`src/rtl/inst_fetch_pkg.sv`:
```
// Shared fetch-stage constants and default widths.
// INVALID_PC marks an empty PC slot that is never fetched.
package inst_fetch_pkg;

    localparam int DEF_QUEUE_DEPTH = 4;
    localparam int DEF_ADDR_WIDTH  = 32;
    localparam int DEF_DATA_WIDTH  = 32;
    localparam int GHR_WIDTH       = 5;

    localparam logic [31:0] INVALID_PC = 32'h0000_0000;
    localparam logic [31:0] INIT_PC    = 32'hBFC0_0000;

    typedef logic [DEF_ADDR_WIDTH-1:0] ADDR_BUS;
    typedef logic [DEF_DATA_WIDTH-1:0] DATA_BUS;
    typedef logic [GHR_WIDTH-1:0]      GHR_BUS;

endpackage

```
`src/rtl/inst_fetch_queue.sv`:
```
// Fetch queue: entries are allocated in issue order at tail, filled in order
// at fill_ptr as ROM words return, and popped from head once filled.
module fetch_queue
    import inst_fetch_pkg::*;
#(
    parameter int QUEUE_DEPTH = DEF_QUEUE_DEPTH,
    parameter int ADDR_WIDTH  = DEF_ADDR_WIDTH,
    parameter int DATA_WIDTH  = DEF_DATA_WIDTH,
    parameter int GHR_WIDTH   = inst_fetch_pkg::GHR_WIDTH
) (
    input  logic                  clk,
    input  logic                  rst,
    input  logic                  flush,
    input  logic                  alloc_en,
    input  logic [ADDR_WIDTH-1:0] alloc_pc,
    input  logic                  alloc_taken,
    input  logic [GHR_WIDTH-1:0]  alloc_pht,
    input  logic                  fill_en,
    input  logic [DATA_WIDTH-1:0] fill_data,
    input  logic                  pop_en,
    output logic                  full,
    output logic                  head_filled,
    output logic                  head_at_fill,
    output logic [ADDR_WIDTH-1:0] head_pc,
    output logic [DATA_WIDTH-1:0] head_data,
    output logic                  head_taken,
    output logic [GHR_WIDTH-1:0]  head_pht
);

    localparam int PTR_W = $clog2(QUEUE_DEPTH);
    localparam int OCC_W = PTR_W + 1;

    logic [ADDR_WIDTH-1:0]  pc_q    [QUEUE_DEPTH];
    logic [ADDR_WIDTH-1:0]  pc_d    [QUEUE_DEPTH];
    logic [DATA_WIDTH-1:0]  data_q  [QUEUE_DEPTH];
    logic [DATA_WIDTH-1:0]  data_d  [QUEUE_DEPTH];
    logic [GHR_WIDTH-1:0]   pht_q   [QUEUE_DEPTH];
    logic [GHR_WIDTH-1:0]   pht_d   [QUEUE_DEPTH];
    logic [QUEUE_DEPTH-1:0] taken_q, taken_d;
    logic [QUEUE_DEPTH-1:0] filled_q, filled_d;
    logic [PTR_W-1:0]       head_q, head_d;
    logic [PTR_W-1:0]       tail_q, tail_d;
    logic [PTR_W-1:0]       fill_q, fill_d;
    logic [OCC_W-1:0]       occ_q, occ_d;

    always_comb begin
        pc_d     = pc_q;
        data_d   = data_q;
        pht_d    = pht_q;
        taken_d  = taken_q;
        filled_d = filled_q;
        head_d   = head_q;
        tail_d   = tail_q;
        fill_d   = fill_q;
        occ_d    = occ_q;
        if (flush) begin
            filled_d = '0;
            head_d   = '0;
            tail_d   = '0;
            fill_d   = '0;
            occ_d    = '0;
        end else begin
            if (alloc_en) begin
                pc_d[tail_q]     = alloc_pc;
                pht_d[tail_q]    = alloc_pht;
                taken_d[tail_q]  = alloc_taken;
                filled_d[tail_q] = 1'b0;
                tail_d           = tail_q + PTR_W'(1);
            end
            if (pop_en) begin
                filled_d[head_q] = 1'b0;
                head_d           = head_q + PTR_W'(1);
            end
            // A word bypassed straight to decode leaves its slot unfilled.
            if (fill_en) begin
                data_d[fill_q] = fill_data;
                if (!(pop_en && (fill_q == head_q)))
                    filled_d[fill_q] = 1'b1;
                fill_d = fill_q + PTR_W'(1);
            end
            occ_d = occ_q + OCC_W'(alloc_en) - OCC_W'(pop_en);
        end
    end

    always_ff @(posedge clk) begin
        if (!rst) begin
            filled_q <= '0;
            head_q   <= '0;
            tail_q   <= '0;
            fill_q   <= '0;
            occ_q    <= '0;
        end else begin
            filled_q <= filled_d;
            head_q   <= head_d;
            tail_q   <= tail_d;
            fill_q   <= fill_d;
            occ_q    <= occ_d;
        end
    end

    always_ff @(posedge clk) begin
        pc_q    <= pc_d;
        data_q  <= data_d;
        pht_q   <= pht_d;
        taken_q <= taken_d;
    end

    assign full         = (occ_q == OCC_W'(QUEUE_DEPTH));
    assign head_filled  = filled_q[head_q];
    assign head_at_fill = (head_q == fill_q) && (occ_q != '0);
    assign head_pc      = pc_q[head_q];
    assign head_data    = data_q[head_q];
    assign head_taken   = taken_q[head_q];
    assign head_pht     = pht_q[head_q];

endmodule

```
`src/rtl/inst_fetch.sv`:
```
// Instruction fetch stage: issues in-order ROM reads, queues them, drops stale
// responses after a flush. Optional FETCH_BYPASS_EN forwards a returning word.
module inst_fetch
    import inst_fetch_pkg::*;
#(
    parameter int QUEUE_DEPTH = DEF_QUEUE_DEPTH,
    parameter int ADDR_WIDTH  = DEF_ADDR_WIDTH,
    parameter int DATA_WIDTH  = DEF_DATA_WIDTH,
    parameter int GHR_WIDTH   = inst_fetch_pkg::GHR_WIDTH
) (
    input  logic                  clk,
    input  logic                  rst,
    input  logic                  flush,
    input  logic [ADDR_WIDTH-1:0] pc_in,
    input  logic                  is_branch_taken_in,
    input  logic [GHR_WIDTH-1:0]  pht_index_in,
    output logic                  stall_out,
    output logic                  rom_req_valid,
    output logic [ADDR_WIDTH-1:0] rom_req_addr,
    input  logic                  rom_req_ready,
    input  logic                  rom_resp_valid,
    input  logic [DATA_WIDTH-1:0] rom_resp_data,
    output logic                  inst_valid,
    input  logic                  inst_ready,
    output logic [ADDR_WIDTH-1:0] inst_pc,
    output logic [DATA_WIDTH-1:0] inst_data,
    output logic                  inst_taken,
    output logic [GHR_WIDTH-1:0]  inst_pht_index
);

    localparam int CNT_W = $clog2(QUEUE_DEPTH) + 2;
    localparam logic [ADDR_WIDTH-1:0] INV_PC = ADDR_WIDTH'(INVALID_PC);

    logic             pc_valid, alloc, issue, resp_keep, pop;
    logic             q_full, head_filled, head_at_fill;
    logic [DATA_WIDTH-1:0] head_data;
    logic [CNT_W-1:0] out_cnt_q, out_cnt_d;
    logic [CNT_W-1:0] drop_cnt_q, drop_cnt_d;

    always_comb begin
        pc_valid      = (pc_in != INV_PC) && !flush;
        alloc         = !q_full;
        rom_req_valid = pc_valid && alloc;
        rom_req_addr  = pc_in;
        stall_out     = pc_valid && !(alloc && rom_req_ready);
        issue         = rom_req_valid && rom_req_ready;
        resp_keep     = rom_resp_valid && (drop_cnt_q == '0) && !flush;
    end

`ifdef FETCH_BYPASS_EN
    logic bypass;
    always_comb begin
        bypass     = resp_keep && !head_filled && head_at_fill;
        inst_valid = head_filled || bypass;
        inst_data  = bypass ? rom_resp_data : head_data;
    end
`else
    logic unused_head_at_fill;
    always_comb begin
        unused_head_at_fill = head_at_fill;
        inst_valid          = head_filled;
        inst_data           = head_data;
    end
`endif

    assign pop = inst_valid && inst_ready && !flush;

    // out_cnt tracks kept requests still in flight; on flush they all move
    // into drop_cnt, less any response landing in the flush cycle itself.
    always_comb begin
        out_cnt_d  = out_cnt_q;
        drop_cnt_d = drop_cnt_q;
        if (flush) begin
            out_cnt_d  = '0;
            drop_cnt_d = drop_cnt_q + out_cnt_q - CNT_W'(rom_resp_valid);
        end else begin
            if (rom_resp_valid && (drop_cnt_q != '0))
                drop_cnt_d = drop_cnt_q - CNT_W'(1);
            out_cnt_d = out_cnt_q + CNT_W'(issue) - CNT_W'(resp_keep);
        end
    end

    always_ff @(posedge clk) begin
        if (!rst) begin
            out_cnt_q  <= '0;
            drop_cnt_q <= '0;
        end else begin
            out_cnt_q  <= out_cnt_d;
            drop_cnt_q <= drop_cnt_d;
        end
    end

    fetch_queue #(
        .QUEUE_DEPTH(QUEUE_DEPTH),
        .ADDR_WIDTH (ADDR_WIDTH),
        .DATA_WIDTH (DATA_WIDTH),
        .GHR_WIDTH  (GHR_WIDTH)
    ) u_queue (
        .clk         (clk),
        .rst         (rst),
        .flush       (flush),
        .alloc_en    (issue),
        .alloc_pc    (pc_in),
        .alloc_taken (is_branch_taken_in),
        .alloc_pht   (pht_index_in),
        .fill_en     (resp_keep),
        .fill_data   (rom_resp_data),
        .pop_en      (pop),
        .full        (q_full),
        .head_filled (head_filled),
        .head_at_fill(head_at_fill),
        .head_pc     (inst_pc),
        .head_data   (head_data),
        .head_taken  (inst_taken),
        .head_pht    (inst_pht_index)
    );

endmodule

```
`config.mk`:
```
export PLATFORM = sky130hd
export DESIGN_NAME = inst_fetch
export DESIGN_NICKNAME = d
export VERILOG_FILES = /design/src/rtl/inst_fetch_pkg.sv /design/src/rtl/inst_fetch_queue.sv /design/src/rtl/inst_fetch.sv
export SDC_FILE = /design/constraint.sdc
export NUM_CORES = 1
export LEC_CHECK = 0
export CAP_MARGIN = 20
export CORE_MARGIN = 4
export CORE_UTILIZATION = 30
export DETAILED_ROUTE_END_ITERATION = 10
export GPL_ROUTABILITY_DRIVEN = 1
export PLACE_DENSITY = 0.54
export SYNTH_ARGS = -nofsm -noshare
export SYNTH_HDL_FRONTEND = slang
export SYNTH_HIERARCHICAL = 1
export SYNTH_SLANG_ARGS = --single-unit
```
`constraint.sdc`:
```
create_clock -name clk -period 4.8 [get_ports clk]
set_input_delay 0.96 -clock clk [delete_from_list [all_inputs] [get_ports clk]]
set_output_delay 0.96 -clock clk [all_outputs]
set_load 0.005 [all_outputs]
```
==> impl_metrics.tcl, run 1 <==
set metrics [dict create \
    status "complete, no violations" \
    wl_um 24900 \
    yosysWarningCount 6 \
    numPortBuffers 180 \
    fin_worst_skew_ns 0.0185 \
    startpoint_type "primary input" \
    wire_per_inst_um 18.9 \
    fin_ws_ns 0.563 \
    layout_min_cycle_time_ns 4.24 \
    clkSinkCount 301 \
    fin_setup_tns_ns 0 \
    crit_arrival_ns 3.28 \
    holdPathEnd "u_queue/filled_q[1]$_SDFF_PP0_" \
    initial_utilization 0.303 \
    die_h_um 208 \
    drt-pass1-iter-count 4 \
    fin_util 0.390 \
    hpwl_um 15400 \
    ir_drop_mv 0.298 \
    io_pins 181 \
    clock_path_buffers 3 \
    hold_buffers 0 \
    maxCapViolations 0 \
    final_common_cell "edfxtp_1" \
    critical_path.n_buffers_inverters 3 \
    diodes 0 \
    hp-class "flip-flop to flip-flop" \
    critPathKind "primary input to primary output" \
    place_congestion 0.692 \
    crit_fanout 6 \
    clk_pin_slew_worst_paths_ns 0.05 \
    reg2reg_to "u_queue/occ_q[2]$_SDFF_PP0_" \
    cellPowerDensity_nw_per_um2 389 \
    ctsResizeCount 0 \
    max_slew.worst_pin.slew_ns 0.793 \
    drive_gt1_frac 0.194 \
    synth_area_per_cell_sq_um 20.4 \
    die-area_sq_um 43300 \
    nFillCells 3614 \
    core-area_sq_um 39600 \
    hold_slack_ns 0.473 \
    grt_pass1_vias 6296 \
    track_usage 0.115 \
    antenna_found_initial 1 \
    path_cells "clkdlybuf4s50_1 -> nor4_1 -> nand4_1 -> buf_4 -> o21ai_1 -> a21oi_1 -> clkdlybuf4s50_1" \
    clock-root-buffer "clkbuf_16" \
    max_clock_freq_mhz 236 \
    slew_headroom 0.470 \
    htree_levels 2 \
    synth_cells 589 \
    vias 5901 \
    required_ns 3.84 \
    hold_depth 2 \
    synth.net_count 694 \
    postRouteAntennaNets 0 \
    clk_latency_ns 0.52 \
    hold_start "u_queue/filled_q[1]$_SDFF_PP0_" \
    reg2reg_depth 8 \
    r2r_slack_ns 1.80 \
    rows 73 \
    rr_startpoint "u_queue/head_q[1]$_SDFFE_PP0P_" \
    cpMostUsedCell "clkdlybuf4s50_1" \
    cts_tree "yes" \
    drt_iter0_drc 234 \
    slew_violations 0 \
    die_x_um 208 \
    gr-total-overflow 0 \
    crit_slowest_cell "clkdlybuf4s50_1" \
    drc 0 \
    slowest_delay_ns 0.52 \
    end_kind "primary output" \
    power.leakage_nw 4.97 \
    setup_viol 0 \
    nets 879 \
    grt_pass1_wl_um 38700 \
    final-hold-violation-count 0 \
    final_cell_mix "edfxtp_1 (280), clkdlybuf4s50_1 (180), mux4_2 (71), clkbuf_16 (36), inv_1 (28)" \
    cts_setup_buffers 0 \
    cts_buffers 35 \
    post-place-ws_ns 0.407 \
    crit_family "buffers and inverters" \
    p_total_mw 6.01 \
    grt_start_max_net_pins 39 \
    viasPerCell 4.48 \
    post-route-period-util 0.883 \
    synth.cell_area_sq_um 12000 \
    rsz0062_at_grt "false" \
    area_growth_pct 28.8 \
]
==> how the worst max path moves through the flow <==
stage                     startpoint                        end  slack [ns]  cells after the start
after global placement     pc_in[24]                  stall_out        0.36                      7
after floorplan                flush  u_queue/pc_q[0]$_DFFE_PP_        1.34                      7
after detailed placement   pc_in[27]                  stall_out        0.41                      7
after global routing       pc_in[24]              rom_req_valid        0.40                      7
after CTS                  pc_in[25]                  stall_out        0.42                      7
final                      pc_in[25]                  stall_out        0.56                      7
==> stage by stage <==
stage / instances / cell area (sq um)
after floorplan: 589 / 12000
after global placement: 1262 / 14300
after detailed placement: 1262 / 14300
after CTS: 1318 / 15500
after global routing: 1318 / 15500
final: 1318 / 15500
==> metal layers <==
layer  wire length (um)  track usage  up-vias  part of all wire
li1                   -            -     2694                 -
met1              10700        0.147     3008              0.43
met2              11700        0.184      164              0.47
met3               1990       0.0470       33             0.080
met4                438       0.0301        2             0.018
met5                  7            0        -           0.00028
==> registers in the layout (all words and copies together) (netlist names) <==
signal,count
u_queue/tail_q,2
u_queue/pht_q,20
u_queue/head_q,2
u_queue/taken_q,4
u_queue/data_q,128
out_cnt_q,4
drop_cnt_q,4
u_queue/fill_q,2
u_queue/filled_q,4
u_queue/occ_q,3
u_queue/pc_q,128
==> worst register-to-register path, delay by kind of cell (launching register included) <==
| family | cells | cell delay (ns) |
|---|---|---|
| adder cells (fa/ha/maj) | 3 | 0.91 |
| XOR/XNOR | 1 | 0.17 |
| AND/OR/NAND/NOR | 2 | 0.38 |
| multiplexers | 1 | 0.63 |
| buffers and inverters | 1 | 0.04 |
| flip-flops | 1 | 0.75 |
==> power breakdown <==
part	switching (mW)	internal (mW)	total, mW	leakage (nW)
registers	0.0234	2.91	2.94	2.70
clock network	0.990	1.63	2.62	0.555
logic	0.205	0.248	0.453	1.72
==> area by class of cell <==
type / instances / area (sq um) / area share
sequential: 301 / 8840 / 0.572
inverter: 28 / 105 / 0.00680
clock inverter: 17 / 221 / 0.0143
multi-input combinational: 207 / 2690 / 0.174
tap: 525 / 657 / 0.0425
timing repair buffer: 201 / 2030 / 0.132
clock buffer: 39 / 912 / 0.0590
Power figures use the tool's default switching activity.
==> inputs of run 2 (changes only) <==
- SLEW_MARGIN: default -> 5
==> results of run 2 <==
Same layout as run 1: the final DEF is identical, and so are final timing and power.
